$ cat src/rtl/led_level_meter.sv
// Eight-channel peak-hold level meter: reduces each sample to 8 bits, holds the signed peak per channel, decays it slowly.
// Latency: strobe accepted in cycle N -> led0..led7 and frame_done valid in cycle N+9 (8 SCAN cycles + COMMIT).
// Backpressure: none; a strobe arriving during SCAN/COMMIT is dropped and flagged with a same-cycle overrun pulse.
// Optional: define LED_LEVEL_METER_JACK_MASK_EN to blank channels whose jack flag is low.
module led_level_meter #(
  parameter int W            = 16,
  parameter int DECAY_FRAMES = 256
) (
  input  logic                clk,
  input  logic                rst,
  input  logic                sample_valid,
  input  logic signed [W-1:0] sample0,
  input  logic signed [W-1:0] sample1,
  input  logic signed [W-1:0] sample2,
  input  logic signed [W-1:0] sample3,
  input  logic signed [W-1:0] sample4,
  input  logic signed [W-1:0] sample5,
  input  logic signed [W-1:0] sample6,
  input  logic signed [W-1:0] sample7,
  input  logic [7:0]          jack,
  output logic signed [7:0]   led0,
  output logic signed [7:0]   led1,
  output logic signed [7:0]   led2,
  output logic signed [7:0]   led3,
  output logic signed [7:0]   led4,
  output logic signed [7:0]   led5,
  output logic signed [7:0]   led6,
  output logic signed [7:0]   led7,
  output logic                frame_done,
  output logic                overrun
);

  // Frame counter is at least one bit wide so DECAY_FRAMES = 1 still elaborates.
  localparam int            CW      = (DECAY_FRAMES > 1) ? $clog2(DECAY_FRAMES) : 1;
  localparam logic [CW-1:0] FC_LAST = CW'(DECAY_FRAMES - 1);

  typedef enum logic [1:0] {IDLE, SCAN, COMMIT} state_t;

  state_t             state;
  logic [2:0]         idx;
  logic [CW-1:0]      fcnt;
  logic signed [7:0]  samp8 [8];
  logic [6:0]         hm [8];
  logic [7:0]         hs;
  logic signed [7:0]  led_r [8];

  logic signed [7:0]  s8;
  logic [6:0]         m;
  logic               tick;
  logic [6:0]         hm_nx [8];
  logic [7:0]         hs_nx;

  // Only the top 8 bits of each sample matter; the low bits are intentionally dropped.
  generate
    if (W > 8) begin : g_low_bits
      logic unused_low_bits;
      assign unused_low_bits = ^{sample0[W-9:0], sample1[W-9:0], sample2[W-9:0], sample3[W-9:0],
                                 sample4[W-9:0], sample5[W-9:0], sample6[W-9:0], sample7[W-9:0]};
    end
  endgenerate

`ifndef LED_LEVEL_METER_JACK_MASK_EN
  logic unused_jack;
  assign unused_jack = ^jack;
`endif

  assign tick    = (fcnt == FC_LAST);
  assign overrun = sample_valid && (state != IDLE) && !rst;

  assign led0 = led_r[0];
  assign led1 = led_r[1];
  assign led2 = led_r[2];
  assign led3 = led_r[3];
  assign led4 = led_r[4];
  assign led5 = led_r[5];
  assign led6 = led_r[6];
  assign led7 = led_r[7];

  // Signed LED value from a held magnitude and sign; zero magnitude gives 0 for either sign.
  function automatic logic signed [7:0] led_val(input logic [6:0] mag, input logic neg);
    return neg ? -$signed({1'b0, mag}) : $signed({1'b0, mag});
  endfunction

  // Magnitude of the channel under scan, with -128 saturated to 127.
  always_comb begin
    s8 = samp8[idx];
    if (s8 == -8'sd128) m = 7'd127;
    else if (s8[7])     m = 7'(~s8[6:0] + 7'd1);
    else                m = s8[6:0];
  end

  // Next peak-hold state: only the channel under scan can change.
  always_comb begin
    hm_nx = hm;
    hs_nx = hs;
    if (state == SCAN) begin
`ifdef LED_LEVEL_METER_JACK_MASK_EN
      if (!jack[idx]) begin
        hm_nx[idx] = 7'd0;
        hs_nx[idx] = 1'b0;
      end else
`endif
      if (m >= hm[idx]) begin
        hm_nx[idx] = m;
        hs_nx[idx] = s8[7];
      end else if (tick && (hm[idx] != 7'd0)) begin
        hm_nx[idx] = hm[idx] - 7'd1;
      end
    end
  end

  // Frame sequencer; LEDs load from the post-update hold so channel 7 is current at COMMIT.
  always_ff @(posedge clk or posedge rst) begin
    if (rst) begin
      state      <= IDLE;
      idx        <= 3'd0;
      fcnt       <= '0;
      hs         <= 8'd0;
      frame_done <= 1'b0;
      for (int n = 0; n < 8; n++) begin
        samp8[n] <= 8'sd0;
        hm[n]    <= 7'd0;
        led_r[n] <= 8'sd0;
      end
    end else begin
      frame_done <= 1'b0;
      hm         <= hm_nx;
      hs         <= hs_nx;
      case (state)
        IDLE: begin
          if (sample_valid) begin
            samp8[0] <= sample0[W-1 -: 8];
            samp8[1] <= sample1[W-1 -: 8];
            samp8[2] <= sample2[W-1 -: 8];
            samp8[3] <= sample3[W-1 -: 8];
            samp8[4] <= sample4[W-1 -: 8];
            samp8[5] <= sample5[W-1 -: 8];
            samp8[6] <= sample6[W-1 -: 8];
            samp8[7] <= sample7[W-1 -: 8];
            idx      <= 3'd0;
            state    <= SCAN;
          end
        end
        SCAN: begin
          idx <= idx + 3'd1;
          if (idx == 3'd7) begin
            state      <= COMMIT;
            frame_done <= 1'b1;
            for (int n = 0; n < 8; n++) led_r[n] <= led_val(hm_nx[n], hs_nx[n]);
          end
        end
        COMMIT: begin
          state <= IDLE;
          fcnt  <= (fcnt == FC_LAST) ? '0 : fcnt + 1'b1;
        end
        default: state <= IDLE;
      endcase
    end
  end

endmodule

$ cat config.mk
export PLATFORM = sky130hd
export DESIGN_NAME = led_level_meter
export DESIGN_NICKNAME = d
export VERILOG_FILES = /design/src/rtl/led_level_meter.sv
export SDC_FILE = /design/constraint.sdc
export NUM_CORES = 1
export LEC_CHECK = 0
export ABC_AREA = 0
export CAP_MARGIN = 10
export CELL_PAD_IN_SITES_DETAIL_PLACEMENT = 0
export CELL_PAD_IN_SITES_GLOBAL_PLACEMENT = 1
export CORE_ASPECT_RATIO = 0.6
export CORE_UTILIZATION = 37
export CTS_CLUSTER_DIAMETER = 200
export DETAILED_ROUTE_END_ITERATION = 10
export HOLD_SLACK_MARGIN = 0.03
export PLACE_DENSITY_LB_ADDON = 0.1
export SLEW_MARGIN = 10
export SYNTH_ARGS = -nofsm -noshare
export SYNTH_HDL_FRONTEND = slang
export SYNTH_SLANG_ARGS = --single-unit
$ cat constraint.sdc
create_clock -name clk -period 6.9 [get_ports clk]
set_input_delay 1.38 -clock clk [delete_from_list [all_inputs] [get_ports clk]]
set_output_delay 1.38 -clock clk [all_outputs]
set_load 0.02 [all_outputs]
==> impl_metrics.env <==
export IMPL_status="finished, final reports clean"
export IMPL_first_pass_iters=5
export IMPL_cts_tree="built"
export IMPL_fmax_mhz=169
export IMPL_vias=10200
export IMPL_timing_setup_tns_ns=0
export IMPL_syn_area_sq_um=11500
export IMPL_grt_pass1_vias=9837
export IMPL_layout_cells_non_filler=1882
export IMPL_finalCriticalPeriod_ns=5.91
export IMPL_crit_required_ns=7.28
export IMPL_yosysTopAreaCell="dfrtp_1"
export IMPL_antenna_found_initial=0
export IMPL_dp_hpwl_mm=27.6
export IMPL_yosysWarnings=0
export IMPL_wl_per_cell_um=20.0
export IMPL_largest_reg_flops=64
export IMPL_postRouteAntennaNets=0
export IMPL_core_sq_um=30200
export IMPL_h_tree_depth=1
export IMPL_clk_path_buf_depth=3
export IMPL_skew_ns=0.0149
export IMPL_ioPinCount=205
export IMPL_via_per_inst=5.41
export IMPL_grt_pass1_wl_mm=59.1
export IMPL_synthArstFlopShare=1.00
export IMPL_cts_buffers=22
export IMPL_place_inst=1844
export IMPL_drv_cap=0
export IMPL_rsz0062_at_grt="false"
export IMPL_root_buffer="clkbuf_16"
export IMPL_arrival_ns=6.29
export IMPL_die_h_um=138
export IMPL_drc=0
export IMPL_synthTopCellsByArea="dfrtp_1, nand2_1, o21ai_0"
export IMPL_synth_top_area_frac=0.450
export IMPL_path_class="reg -> reg"
export IMPL_grt_overflow=0
export IMPL_end_kind="register"
export IMPL_die_area_sq_um=31700
export IMPL_hold_viol=0
export IMPL_drive_gt1_frac=0.149
export IMPL_clkTransAtPathRegs_ns=0.06
export IMPL_fillers=2952
export IMPL_regMostFlops="samp8"
export IMPL_io_buffers=132
export IMPL_finalCritPeriodShare=0.857
export IMPL_synth_edff_count=0
export IMPL_drv_slew=0
export IMPL_grt_max_degree=119
export IMPL_clk_latency_ns=0.52
export IMPL_cts_setup_buffers=0
export IMPL_cp_max_fo=35
export IMPL_reg_largest_list="samp8: 64 flops, hm: 56 flops"
export IMPL_cts_resized=0
export IMPL_die_x_um=229
export IMPL_relSlewSlack=0.255
export IMPL_yosysMostFrequentCell="nand2_1"
export IMPL_synth_cell_types=89
export IMPL_yosysSeqAreaShare=0.450
export IMPL_fin_nets=1612
export IMPL_ys_flop_type="dfrtp_1"
export IMPL_globalplace_congestion=0.943
export IMPL_synth_nets=1411
export IMPL_syn_to_final_growth_pct=27.5
export IMPL_worstMarginPinSlew_ns=1.11
export IMPL_synthTopCellsByCount="nand2_1, dfrtp_1, o21ai_0"
export IMPL_rows=49
export IMPL_cts_hold_buf=0
export IMPL_finalSetupViolations=0
export IMPL_start_util=0.380
export IMPL_cts_sinks=206
export IMPL_hold_path_class="reg -> reg"
export IMPL_start_kind="register"
export IMPL_antenna_cells=0
export IMPL_syn_inst=1259
export IMPL_drt_iter0_markers=917
export IMPL_syn_avg_cell_area_sq_um=9.10
export IMPL_ys_ff_latch=206
export IMPL_grt_use_total=0.240
export IMPL_finalWirelength_mm=37.6
[layout by cell type, fill, tap and decap left out, types with 10 or more instances in the layout]
cell / n
mux2i_1: 22
o22ai_1: 16
clkbuf_16: 23
a21oi_1: 46
clkdlybuf4s50_1: 132
buf_4: 115
nand2_1: 321
nor2_1: 60
inv_1: 46
xor2_1: 13
o221ai_1: 10
nor3_1: 15
o21ai_0: 87
a22oi_1: 22
a31oi_1: 12
o211ai_1: 16
dfrtp_1: 203
ha_1: 13
mux2_2: 11
nand3_1: 17
o21ai_1: 17
nand4_1: 17
xnor2_1: 37
[layer usage]
metal,vias to the layer above,track usage,part of all wire
met2,337,0.322,0.39
met5,-,0,0
met4,0,0.0393,0.012
li1,4841,-,-
met3,37,0.0468,0.077
met1,4970,0.394,0.52
[path summary, 6_finish.rpt]
| path | from | to | slack (ns) | cells after the start |
|---|---|---|---|---|
| worst max register to register | idx[0] | led7[6] | 0.99 | 20 |
| worst min register to register | samp8[13] | samp8[13] | 0.46 | 2 |
| min in group asynchronous | rst | samp8[31] | 1.45 | 2 |
| max in group asynchronous | rst | hm[26] | 4.22 | 3 |
| worst min-delay path | samp8[13] | samp8[13] | 0.46 | 2 |
| worst max-delay path | idx[0] | led7[6] | 0.99 | 20 |
[critical path, stage by stage (launching register included)]
cell and delay, ns:
dfrtp_2 0.90, buf_12 0.27, nor2_1 0.07, a22oi_1 0.21
o2111ai_1 0.42, or4_4 0.68, o211ai_2 0.37, inv_1 0.16
ha_1 0.31, nand2_1 0.06, o21ai_0 0.33, a21oi_1 0.13
buf_4 0.21, buf_12 0.15, nor2_1 0.32, nor2_1 0.14
a22o_1 0.19, a21oi_1 0.35, a41oi_1 0.22, xnor2_1 0.20
o21ai_1 0.08
[cells by family after synthesis]
logic type      count (synthesis)  share of synthesized area
buf+inv                       123                     0.0512
xor+xnor                       50                     0.0382
simple gates                  504                      0.196
fa+ha+maj                      13                     0.0142
flops                         206                      0.450
compound gates                312                      0.186
mux                            51                     0.0642
[stage by stage]
stage               cell area, sq um   util  hold slack (ns)  setup WS, ns
floorplan                      11500      -            0.437          1.63
global placement               13900  0.459            0.452          1.04
detailed placement             13900  0.459            0.454          1.05
CTS                            14600  0.484            0.471          1.02
global route                   14600  0.484            0.490         0.557
finish                         14600  0.484            0.464         0.988
[layout make-up]
cell class                 instances  area, sq um  share of cell area
sequential                       206         5160               0.353
clock inverter                     8         95.1             0.00652
tap                              408          510              0.0350
timing repair buffer             252         2280               0.157
inverter                          48          184              0.0126
clock buffer                      30          642              0.0440
multi-input combinational        930         5720               0.392
Power is not shown: default switching activity piles up to over one toggle a cycle in this logic, so the estimate is an artifact.
